## src/rtl/snd_i2s_tx.sv

```systemverilog
`default_nettype none
// ============================================================================
//  Module      : snd_i2s_tx
//  Description : Philips-format I2S transmitter for one stereo sample pair per
//                frame. All timing derives from the 384fs master clock:
//                  I2S_BCLK = SND_MCLK / 6   (64fs, 32-bit slots)
//                  I2S_LRCK = SND_MCLK / 384 (fs, 0 = left channel)
//                One sample pair can be parked in a holding register while the
//                current frame is on the wire. The pair moves into the frame
//                register once per frame. If no pair is waiting, a zero frame
//                is sent and UNDERRUN pulses for one cycle.
//  Revision    : 1.0 - initial release
// ----------------------------------------------------------------------------
//  Ports
//    SND_MCLK   in   1   master clock (384fs), the only clock of the block
//    RST        in   1   synchronous, active-high reset
//    S_LDATA    in   DW  left sample, two's complement
//    S_RDATA    in   DW  right sample, two's complement
//    S_VALID    in   1   sample pair valid
//    S_READY    out  1   holding register empty; a pair is taken on
//                        S_VALID && S_READY
//    MUTE       in   1   sampled at the frame load; high sends a zero frame
//    I2S_BCLK   out  1   bit clock
//    I2S_LRCK   out  1   word clock
//    I2S_SDATA  out  1   serial data, MSB first, one BCLK after LRCK changes
//    UNDERRUN   out  1   one-cycle pulse when a frame starts without a pair
// ============================================================================
module snd_i2s_tx #(
    parameter int DW = 24
) (
    input  logic          SND_MCLK,
    input  logic          RST,
    input  logic [DW-1:0] S_LDATA,
    input  logic [DW-1:0] S_RDATA,
    input  logic          S_VALID,
    output logic          S_READY,
    input  logic          MUTE,
    output logic          I2S_BCLK,
    output logic          I2S_LRCK,
    output logic          I2S_SDATA,
    output logic          UNDERRUN
);

    // Zero bits that follow the sample inside its 32-bit slot word. The slot
    // word is {delay bit, sample, padding}; the delay bit gives the I2S
    // one-BCLK offset between an LRCK change and the sample MSB.
    localparam int c_slot_pad = 31 - DW;

    localparam logic [2:0] c_div_last  = 3'd5;
    localparam logic [2:0] c_div_half  = 3'd3;
    localparam logic [5:0] c_bit_last  = 6'd63;
    localparam logic [5:0] c_bit_left  = 6'd0;
    localparam logic [5:0] c_bit_right = 6'd32;

    // ------------------------------------------------------------------------
    // State
    // ------------------------------------------------------------------------
    logic [2:0]    div_cnt_q,  div_cnt_d;
    logic [5:0]    bit_cnt_q,  bit_cnt_d;

    logic          bclk_q,     bclk_d;
    logic          lrck_q,     lrck_d;
    logic          sdata_q,    sdata_d;
    logic          underrun_q, underrun_d;
    logic          ready_q,    ready_d;

    logic          flag_q,     flag_d;
    logic [DW-1:0] hold_l_q,   hold_l_d;
    logic [DW-1:0] hold_r_q,   hold_r_d;

    logic [DW-1:0] frame_l_q,  frame_l_d;
    logic [DW-1:0] frame_r_q,  frame_r_d;
    logic [31:0]   shift_q,    shift_d;

    // ------------------------------------------------------------------------
    // Combinational helpers
    // ------------------------------------------------------------------------
    logic          w_div_wrap;
    logic          w_bit_edge;
    logic          w_frame_load;
    logic          w_accept;
    logic [31:0]   w_left_word;
    logic [31:0]   w_right_word;
    logic [31:0]   w_slot_word;

    always_comb begin
        w_div_wrap   = (div_cnt_q == c_div_last);
        // div_cnt == 0 is the cycle whose registered result makes BCLK fall,
        // so LRCK and SDATA change together with the falling edge.
        w_bit_edge   = (div_cnt_q == 3'd0);
        w_frame_load = w_div_wrap && (bit_cnt_q == c_bit_last);
        // ready_q mirrors !flag_q outside reset, so at most one pair is taken
        // per frame and never while a pair is still waiting.
        w_accept     = S_VALID && ready_q;

        w_left_word  = 32'(frame_l_q) << c_slot_pad;
        w_right_word = 32'(frame_r_q) << c_slot_pad;

        // At the start of each half-frame the shifter is bypassed by the
        // freshly aligned slot word, so its MSB (the delay bit) goes out
        // straight away and the rest is shifted in behind it.
        if (bit_cnt_q == c_bit_left) begin
            w_slot_word = w_left_word;
        end else if (bit_cnt_q == c_bit_right) begin
            w_slot_word = w_right_word;
        end else begin
            w_slot_word = shift_q;
        end
    end

    // ------------------------------------------------------------------------
    // Counters
    // ------------------------------------------------------------------------
    always_comb begin
        div_cnt_d = div_cnt_q + 3'd1;
        bit_cnt_d = bit_cnt_q;
        if (w_div_wrap) begin
            div_cnt_d = 3'd0;
            bit_cnt_d = bit_cnt_q + 6'd1;   // 63 wraps to 0 naturally
        end
    end

    // ------------------------------------------------------------------------
    // Serial outputs
    // ------------------------------------------------------------------------
    always_comb begin
        bclk_d  = (div_cnt_q >= c_div_half);
        lrck_d  = lrck_q;
        sdata_d = sdata_q;
        shift_d = shift_q;
        if (w_bit_edge) begin
            lrck_d  = bit_cnt_q[5];
            sdata_d = w_slot_word[31];
            shift_d = {w_slot_word[30:0], 1'b0};
        end
    end

    // ------------------------------------------------------------------------
    // Holding register, frame load and underrun
    // ------------------------------------------------------------------------
    always_comb begin
        flag_d     = flag_q;
        hold_l_d   = hold_l_q;
        hold_r_d   = hold_r_q;
        frame_l_d  = frame_l_q;
        frame_r_d  = frame_r_q;
        underrun_d = 1'b0;

        // The frame load is evaluated first. With a pair waiting no accept can
        // happen in the same cycle; with none waiting, an accept in the load
        // cycle lands in the holding register for the following frame.
        if (w_frame_load) begin
            flag_d     = 1'b0;
            underrun_d = !flag_q;
            if (flag_q && !MUTE) begin
                frame_l_d = hold_l_q;
                frame_r_d = hold_r_q;
            end else begin
                frame_l_d = '0;
                frame_r_d = '0;
            end
        end

        if (w_accept) begin
            flag_d   = 1'b1;
            hold_l_d = S_LDATA;
            hold_r_d = S_RDATA;
        end

        ready_d = !flag_d;
    end

    // ------------------------------------------------------------------------
    // Registers
    // ------------------------------------------------------------------------
    always_ff @(posedge SND_MCLK) begin
        if (RST) begin
            div_cnt_q  <= '0;
            bit_cnt_q  <= '0;
            bclk_q     <= 1'b0;
            lrck_q     <= 1'b0;
            sdata_q    <= 1'b0;
            underrun_q <= 1'b0;
            ready_q    <= 1'b0;
            flag_q     <= 1'b0;
            hold_l_q   <= '0;
            hold_r_q   <= '0;
            frame_l_q  <= '0;
            frame_r_q  <= '0;
            shift_q    <= '0;
        end else begin
            div_cnt_q  <= div_cnt_d;
            bit_cnt_q  <= bit_cnt_d;
            bclk_q     <= bclk_d;
            lrck_q     <= lrck_d;
            sdata_q    <= sdata_d;
            underrun_q <= underrun_d;
            ready_q    <= ready_d;
            flag_q     <= flag_d;
            hold_l_q   <= hold_l_d;
            hold_r_q   <= hold_r_d;
            frame_l_q  <= frame_l_d;
            frame_r_q  <= frame_r_d;
            shift_q    <= shift_d;
        end
    end

    assign S_READY   = ready_q;
    assign I2S_BCLK  = bclk_q;
    assign I2S_LRCK  = lrck_q;
    assign I2S_SDATA = sdata_q;
    assign UNDERRUN  = underrun_q;

endmodule
`default_nettype wire

```

## config.mk

```make
export PLATFORM = sky130hd
export DESIGN_NAME = snd_i2s_tx
export DESIGN_NICKNAME = d
export VERILOG_FILES = /design/src/rtl/snd_i2s_tx.sv
export SDC_FILE = /design/constraint.sdc
export NUM_CORES = 1
export LEC_CHECK = 0
export ABC_AREA = 0
export CAP_MARGIN = 40
export CORE_ASPECT_RATIO = 1.5
export CORE_MARGIN = 10
export CORE_UTILIZATION = 40
export DETAILED_ROUTE_END_ITERATION = 7
export PLACE_DENSITY = 0.55
export SKIP_CTS_REPAIR_TIMING = 1
export SYNTH_ARGS = -nofsm -noshare
export SYNTH_HDL_FRONTEND = slang
export SYNTH_SLANG_ARGS = --single-unit
```

## constraint.sdc

```tcl
create_clock -name SND_MCLK -period 6.1 [get_ports SND_MCLK]
set_clock_uncertainty 0.15 [all_clocks]
set_input_delay 0.915 -clock SND_MCLK [delete_from_list [all_inputs] [get_ports SND_MCLK]]
set_output_delay 0.915 -clock SND_MCLK [all_outputs]
set_load 0.005 [all_outputs]
```

==> results.sh <==
export IMPL_period_share_pct=43.8
export IMPL_ant_nets=0
export IMPL_drv_slew=0
export IMPL_gp_congestion=0.743
export IMPL_synth_nets=707
export IMPL_netlist_area_um2=5660
export IMPL_cp_required_ns=6.23
export IMPL_finalNetCount=741
export IMPL_synthTopCellsByArea="dfxtp_1, mux2i_1, nand2_1"
export IMPL_arrival_ns=2.80
export IMPL_cp_end_kind="flip-flop"
export IMPL_cts_root_buffer="clkbuf_16"
export IMPL_grt_max_degree=52
export IMPL_diodes=0
export IMPL_synthMostInstantiatedCell="nand2_1"
export IMPL_grt_overflow_total=0
export IMPL_synth_edf_count=0
export IMPL_max_stage_delay_ns=0.89
export IMPL_cts_htree_levels=4
export IMPL_crit_slowest_cell="or3_2"
export IMPL_coreArea_um2=13900
export IMPL_place_inst=829
export IMPL_crit_type="reg2reg"
export IMPL_powerDensity_nw_per_um2=287
export IMPL_antenna_found_initial=0
export IMPL_post_synth_inst_count=649
export IMPL_ys_ff_latch=135
export IMPL_drc=0
export IMPL_areaGrowthSynthToFinish_pct=20.9
export IMPL_clock_path_buffers=2
export IMPL_drtIter0Drc=180
export IMPL_max_slew_margin_pct=43.6
export IMPL_path_max_fanout=26
export IMPL_postSynthAreaPerCell_um2=8.73
export IMPL_die_h_um=166
export IMPL_finalSetupTns_ns=0
export IMPL_hpwl_um=8540
export IMPL_final_hold_viol_count=0
export IMPL_layout_cells_non_filler=857
export IMPL_synth_top_cell_area_share_pct=47.7
export IMPL_synthArstFlopShare_pct=0
export IMPL_p_total_mw=1.97
export IMPL_p_leak_nw=2.76
export IMPL_peakVddDrop_uv=136
export IMPL_clk_pin_slew_ns=0.05
export IMPL_viasPerCell=5.07
export IMPL_path_cells="ha_1 > nand3_2 > or3_2 > buf_4 > mux2i_1"
export IMPL_ios=57
export IMPL_period_needed_ns=2.67
export IMPL_fmax_ghz=0.375
export IMPL_status="finished, final reports clean"
export IMPL_dieArea_um2=19400
export IMPL_yosysSeqAreaShare_pct=47.7
export IMPL_clock_sink_count=135
export IMPL_drive_gt1_share_pct=6.07
export IMPL_start_util_pct=40.7
export IMPL_hold_path_class="reg2reg"
export IMPL_final_setup_viol_count=0
export IMPL_whs_ns=0.301
export IMPL_vias=4349
export IMPL_worst_slew_pin_slew_ns=0.846
export IMPL_grt_first_pass_wirelength_um=21100
export IMPL_worstSkewPairLatency_ns=0.42
export IMPL_grt_setup_unrepaired="no"
export IMPL_wirelength_um=12700
export IMPL_die_w_um=117
export IMPL_track_usage_pct=13.6
export IMPL_rows=53
export IMPL_cap_violations=0
export IMPL_yosysWarnings=0
export IMPL_wire_per_inst_um=14.8
export IMPL_synth_distinct_cells=33
export IMPL_dr_pass1_iters=4
export IMPL_synth_largest_area_cell="dfxtp_1"
export IMPL_start_kind="flip-flop"
export IMPL_cts_inserted_buffers=17
export IMPL_synthTopCellsByCount="nand2_1, dfxtp_1, mux2i_1, nand2b_1, a21oi_1"
export IMPL_port_buffers=56
export IMPL_cts_tree="built"
export IMPL_ys_flop_type="dfxtp_1"
export IMPL_grt_pass1_vias=4450
-- metal layers --
metal | wire length, µm | part of all wire (%) | vias to the layer above | GRT usage (%)
met5 | 0 | 0 | - | 0
met4 | 176 | 1.4 | 0 | 4.85
met3 | 294 | 2.3 | 16 | 3.69
met2 | 7060 | 56 | 46 | 24.9
met1 | 5150 | 41 | 2075 | 14.2
li1 | - | - | 2212 | -
-- state kept, by name (all words and copies together), names as in the netlist, 3 cells and up --
register   cells
frame_l_q     24
frame_r_q     24
hold_l_q      24
hold_r_q      24
shift_q       24
bit_cnt_q      6
div_cnt_q      3
-- cell type report --
cell class                      instances  area, µm²
Fill cell                            1374       7080
Tap cell                              165        206
Timing Repair Buffer                   65        651
Inverter                               27        101
Sequential cell                       135       2700
Clock buffer                           25        515
Multi-Input combinational cell        437       2650
Clock inverter                          3       17.5
-- layout by cell type, fill, tap and decap left out, drive strengths merged, types with 3 or more instances in the layout --
cell / count
mux2i: 72
clkdlybuf4s50: 55
inv: 27
nor2: 5
nand3: 3
nor3: 23
nand2: 153
or3: 4
buf: 10
ha: 6
a211oi: 4
clkbuf: 25
nand2b: 72
dfxtp: 135
o31ai: 3
a21oi: 55
o32ai: 22
-- cell families after synthesis --
family | after synthesis | synth area share (%)
muxes | 72 | 12.7
buffers and inverters | 77 | 5.59
AOI/OAI and AO/OA | 86 | 9.37
DFF | 135 | 47.7
and+or+nand+nor | 271 | 23.0
xor gates and xnor gates | 2 | 0.309
adders and majority gates | 6 | 1.33
-- metrics by stage --
stage	setup WS [ns]	utilization, %	instance area, µm²
finish	3.43	49.2	6850
global route	3.28	49.2	6850
CTS	3.42	49.2	6850
detailed placement	3.10	45.3	6310
global placement	3.18	45.0	6270
floorplan	3.94	-	5660
-- path summary, 6_finish.rpt --
kind | start | endpoint | slack (ns) | cells after the start
hold / removal | shift_q[8] | shift_q[8] | 0.30 | 2
setup reg to reg | div_cnt_q[0] | frame_l_q[2] | 3.43 | 5
hold reg to reg | shift_q[8] | shift_q[8] | 0.30 | 2
setup / recovery | div_cnt_q[0] | frame_l_q[2] | 3.43 | 5
-- where the power goes --
group	switching [mW]	internal, mW
clock network	0.350	0.573
registers	0.0121	0.904
logic	0.0657	0.0631
-- worst max-delay path: cells and delay by family, from the launching register on --
| family | cells | cell delay (ns) |
|---|---|---|
| AND/OR/NAND/NOR | 2 | 1.08 |
| multiplexers | 1 | 0.16 |
| buffers and inverters | 1 | 0.42 |
| flip-flops | 1 | 0.39 |
| adder cells (fa/ha/maj) | 1 | 0.31 |
(Power assumes the default switching activity.)
==> patch 1: new RTL, config.mk and constraints unchanged <==
The output `UNDERRUN` loses its register stage (`underrun_q` becomes a continuous assignment).
--- a/src/rtl/snd_i2s_tx.sv
+++ b/src/rtl/snd_i2s_tx.sv
@@ -180,7 +180,6 @@
             bclk_q     <= 1'b0;
             lrck_q     <= 1'b0;
             sdata_q    <= 1'b0;
-            underrun_q <= 1'b0;
             ready_q    <= 1'b0;
             flag_q     <= 1'b0;
             hold_l_q   <= '0;
@@ -194,7 +193,6 @@
             bclk_q     <= bclk_d;
             lrck_q     <= lrck_d;
             sdata_q    <= sdata_d;
-            underrun_q <= underrun_d;
             ready_q    <= ready_d;
             flag_q     <= flag_d;
             hold_l_q   <= hold_l_d;
@@ -205,6 +203,8 @@
         end
     end
 
+    assign underrun_q = underrun_d;
+
     assign S_READY   = ready_q;
     assign I2S_BCLK  = bclk_q;
     assign I2S_LRCK  = lrck_q;
Function: same outputs for any inputs over 10 cycles, from zero or initial values and one cycle with RST high; that may be too few to reach the edited logic, so the function may still have changed.
==> patch 1 against the unedited design <==
Sequential cell count shrank 1. Synthesized area is essentially flat. Cell area grew 0.40%. Count of clock-buffer cells in the layout shrank 1. Worst setup slack lost 1.3 ns. Largest power group unchanged. Register-to-register slack gained 0.34 ns. Total power grew 1.4%. Non-clock buffer count grew 3. Final cell count grew 6.3%. Routed wire length grew 8.1%.
==> patch 1: results (changes against the unedited design) <==
Area contributors post-synth = dfxtp_1, nand2_1, nor2b_1, a21oi_1, o21ai_0
Vias per Instance = 5.17 (+2.0%)
Iteration-0 DRC Markers = 204 (+13%)
largest net degree at the start of global routing = 66 (+27%)
Post-route DRC = 0 (unchanged)
layout cells sized above 1 = 5.76% (-0.31 points)
antenna cells = 0 (unchanged)
Port Buffers = 56 (unchanged)
hold path depth = 2 (unchanged)
Synth Area in Compound Gates = 17.8% (+8.4 points)
placed insts = 880 (+6.2%)
WHS Endpoint = shift_q[8]
area taken by multi-input logic gates = 2650 sq um (-0.24%)
worst reg2reg path endpoint = frame_l_q[5]
worst setup path start = div_cnt_q[0]
peak supply drop = 0.139 mV (+2.3%)
Routed WL per cell = 15.0 microns (+1.7%)
GP Congestion = 0.781 (+5.0%)
run status = completed
Seq/Total Area, Yosys = 47.4% (-0.34 points)
post-synth cell types = 32 (-3.0%)
flop2flop setup slack = 3.77 ns (+0.34 ns)
Ys Warns = 0 (unchanged)
Clk Latency, worst-skew pair = 0.41 ns
adder-cell area share of the yosys netlist = 1.33% (about the same)
mux cell area share after synthesis = 4.24% (-8.5 points)
Syn Area/Cell = 8.02 sq um (-8.1%)
Mapped Nets = 764 (+8.1%)
final WL = 13.7 mm (+8.1%)
most common library cells after synthesis = nand2_1, dfxtp_1, a21oi_1
Fill cells = 1403 (+2.1%)
Min Hold Slack = 0.297 ns (-0.00449 ns)
final net count = 792 (+6.9%)
HPWL after DPL = 8.74 mm (+2.4%)
vias in the first global route = 4718 (+6.0%)
gr usage total = 14.4% (+0.85 points)
placed cell areas = 6320 sq um (about the same)
routed wire length on met2 = 6.99 mm (-0.95%)
Reg2Reg Depth = 7 (+2)
RR Startpoint = div_cnt_q[1]
metal3 WL = 501 microns (+70%)
depth of the CTS H-tree = 4 (unchanged)
wl on met1 = 5.96 mm (+16%)
first-pass GRT wire length = 22.7 mm (+8.0%)
post-synthesis xor/xnor area fraction = 0.309% (about the same)
worst-margin pin slew = 0.890 ns (+0.0434 ns)
Pleak = 2.43 nW (-12%)
CP max FO = 52 (+100%)
[patch 1: cell count changes in the layout (fill, tap and decap cells not counted), moves of 3 or more]
cell,change
o21ai_1,+45
nor2b_1,+48
o21ai_0,+52
mux2i_1,-48
nand2b_1,-48
clkbuf_8,-3
buf_4,+3
[patch 1: worst max-delay path by stage]
stage,end,slack (ns),cells past startpoint
2_1_floorplan,UNDERRUN,3.42,6
3_3_place_gp,UNDERRUN,2.72,8
3_5_place_dp,UNDERRUN,2.62,7
4_1_cts,UNDERRUN,2.14,7
5_1_grt,UNDERRUN,2.01,8
6_report,UNDERRUN,2.16,7
[patch 1: routing by layer]
layer	vias up	global-route usage, %
li1	2421	-
met1	2200	16.5
met2	73	24.7
met3	20	3.43
met4	0	6.04
met5	-	0
[patch 1: per-stage QoR]
step | setup WS, ns | power (mW)
floorplan | 3.42 | 0.997
global placement | 2.72 | 1.05
detailed placement | 2.62 | 1.06
CTS | 2.14 | 2.02
global route | 2.01 | 2.07
finish | 2.16 | 1.99
[patch 1: where the power goes]
group	internal (mW)	total (mW)	switching (mW)
Clock	0.590	0.957	0.367
Combinational	0.0598	0.128	0.0681
Sequential	0.897	0.910	0.0132
[patch 1: cell type report]
class,count,share of cell area [%]
clock buffers,24,7.01
clock inverters,7,1.06
inverters,28,1.53
multi-input cells,485,38.5
flip-flops and latches,134,39.0
well taps,165,3.00
repair buffers,68,9.88
[patch 1: cell families after synthesis]
logic type | after synthesis
simple gates | 271
mux | 24
buf+inv | 87
xor+xnor | 2
compound gates | 182
fa+ha+maj | 6
flops | 134
[patch 1: critical path, cell delays in order, from the launching register on]
cell,delay [ns]
dfxtp_1,0.41
ha_1,0.34
nand4_1,0.13
buf_4,0.30
or2_1,0.28
buf_4,0.28
nor2_1,0.16
clkdlybuf4s50_1,0.53
==> patch 2: new RTL, same settings <==
Without the edit above. Change the parameter `DW` from 24 to 16.
--- a/src/rtl/snd_i2s_tx.sv
+++ b/src/rtl/snd_i2s_tx.sv
@@ -26,7 +26,7 @@
 //    UNDERRUN   out  1   one-cycle pulse when a frame starts without a pair
 // ============================================================================
 module snd_i2s_tx #(
-    parameter int DW = 24
+    parameter int DW = 16
 ) (
     input  logic          SND_MCLK,
     input  logic          RST,
Ports: changed (resized S_LDATA and S_RDATA); port bits go from 57 to 41. No check against the original RTL was run, so the function may have changed too.
==> patch 2 against the unedited design <==
Synthesized area is 29% lower. Sequential power is 30% lower. Final cell count is 29% lower. First-iteration DRC count is 17% lower. Count of clock-buffer cells in the layout is 16 lower. Critical path depth stayed put. Worst setup slack better by 0.18 ns. Highest routed layer unchanged. Cell area is 29% lower. Sequential cell count is 40 lower. Total power is 30% lower. Via count is 30% lower. Largest power group is now registers. Global-route usage is 0.60 points lower. Routed wire length is 30% lower.
==> patch 2: results (changes against the unedited design) <==
run status = completed
Synth Instances = 465 (-28%)
Iteration-0 DRC Markers = 150 (-17%)
Seq/Total Area, Yosys = 47.2% (-0.51 points)
most common library cells after synthesis = nand2_1, dfxtp_1, a21oi_1
Mapped Nets = 507 (-28%)
largest net degree at the start of global routing = 51 (-1.9%)
peak supply drop = 0.139 mV (+1.8%)
Critical Path AT = 2.55 ns (-0.25 ns)
Port Buffers = 40 (-29%)
mux cell area share after synthesis = 8.20% (-4.5 points)
first-pass GRT wire length = 15.3 mm (-28%)
clock transition at the registers of the reported paths = 0.07 ns (+0.02 ns)
Clk Latency, worst-skew pair = 0.34 ns (-0.08 ns)
placed insts = 592 (-29%)
Pleak = 1.74 nW (-37%)
P_sw = 0.293 mW (-32%)
HPWL after DPL = 6.32 mm (-26%)
worst-margin pin slew = 0.860 ns (+0.0133 ns)
GP Congestion = 0.746 (+0.35%)
depth of the CTS H-tree = 3 (-1)
post-synth cell types = 39 (+18%)
gr usage total = 13.0% (-0.60 points)
layout cells sized above 1 = 8.32% (+2.2 points)
Area contributors post-synth = dfxtp_1, nand2_1, a21oi_1, nor2b_1, o21ai_0
adder-cell area share of the yosys netlist = 1.86% (+0.54 points)
Vias per Instance = 5.03 (-0.95%)
post-synthesis xor/xnor area fraction = 0.435% (+0.13 points)
vias in the first global route = 3040 (-32%)
CP max FO = 50 (+92%)
Synth Area in Compound Gates = 16.4% (+7.1 points)
[patch 2: through the flow]
step | instance area (sq um) | worst slack (ns) | power (mW) | hold slack (ns) | util [%]
after floorplan | 4030 | 4.16 | 0.705 | 0.264 | -
after global placement | 4420 | 3.18 | 0.741 | 0.290 | 45.4
after detailed placement | 4500 | 3.24 | 0.749 | 0.293 | 46.1
after CTS | 4840 | 3.58 | 1.39 | 0.300 | 49.7
after global routing | 4840 | 3.40 | 1.43 | 0.322 | 49.7
final | 4840 | 3.61 | 1.37 | 0.296 | 49.7
[patch 2: cells by family (layout without fill, tap and decap cells)]
kind of cell | count (synthesis) | after routing
compound gates | 118 | 118
xor+xnor | 2 | 2
fa+ha+maj | 6 | 6
buf+inv | 41 | 69
flops | 95 | 95
mux | 31 | 31
simple gates | 172 | 172
[patch 2: layout make-up]
type	instances	area, sq um
Inverter	5	18.8
Multi-Input combinational cell	329	1930
Tap cell	115	144
Sequential cell	95	1900
Clock inverter	7	119
Timing Repair Buffer	48	503
Clock buffer	9	225
Fill cell	926	4900
[patch 2: final timing paths]
| check | end | cells after the start | from | slack [ns] |
|---|---|---|---|---|
| setup / recovery | shift_q[30] | 5 | RST | 3.61 |
| setup reg to reg | frame_l_q[2] | 5 | bit_cnt_q[5] | 3.62 |
| hold / removal | frame_r_q[1] | 2 | hold_r_q[1] | 0.30 |
| hold reg to reg | frame_r_q[1] | 2 | hold_r_q[1] | 0.30 |
[patch 2: power groups by stage]
| stage | Sequential [mW] | Clock, mW | Combinational (mW) |
|---|---|---|---|
| after global routing | 0.645 | 0.681 | 0.100 |
| after CTS | 0.643 | 0.654 | 0.0918 |
| after global placement | 0.657 | 0 | 0.0841 |
| after floorplan | 0.654 | 0 | 0.0512 |
| final | 0.643 | 0.639 | 0.0902 |
| after detailed placement | 0.657 | 0 | 0.0913 |
[patch 2: per-layer routing]
layer / vias up / routed length [microns] / track usage (%)
li1: 1623 / - / -
met1: 1392 / 4320 / 16.9
met2: 32 / 4220 / 20.3
met3: 9 / 259 / 2.80
met4: 0 / 125 / 5.14
met5: - / 0 / 0
[patch 2: worst max-delay path: stages]
cell       delay (ns)
buf_2            0.49
buf_4            0.56
nor2_1           0.21
buf_4            0.23
o2bb2ai_1        0.12
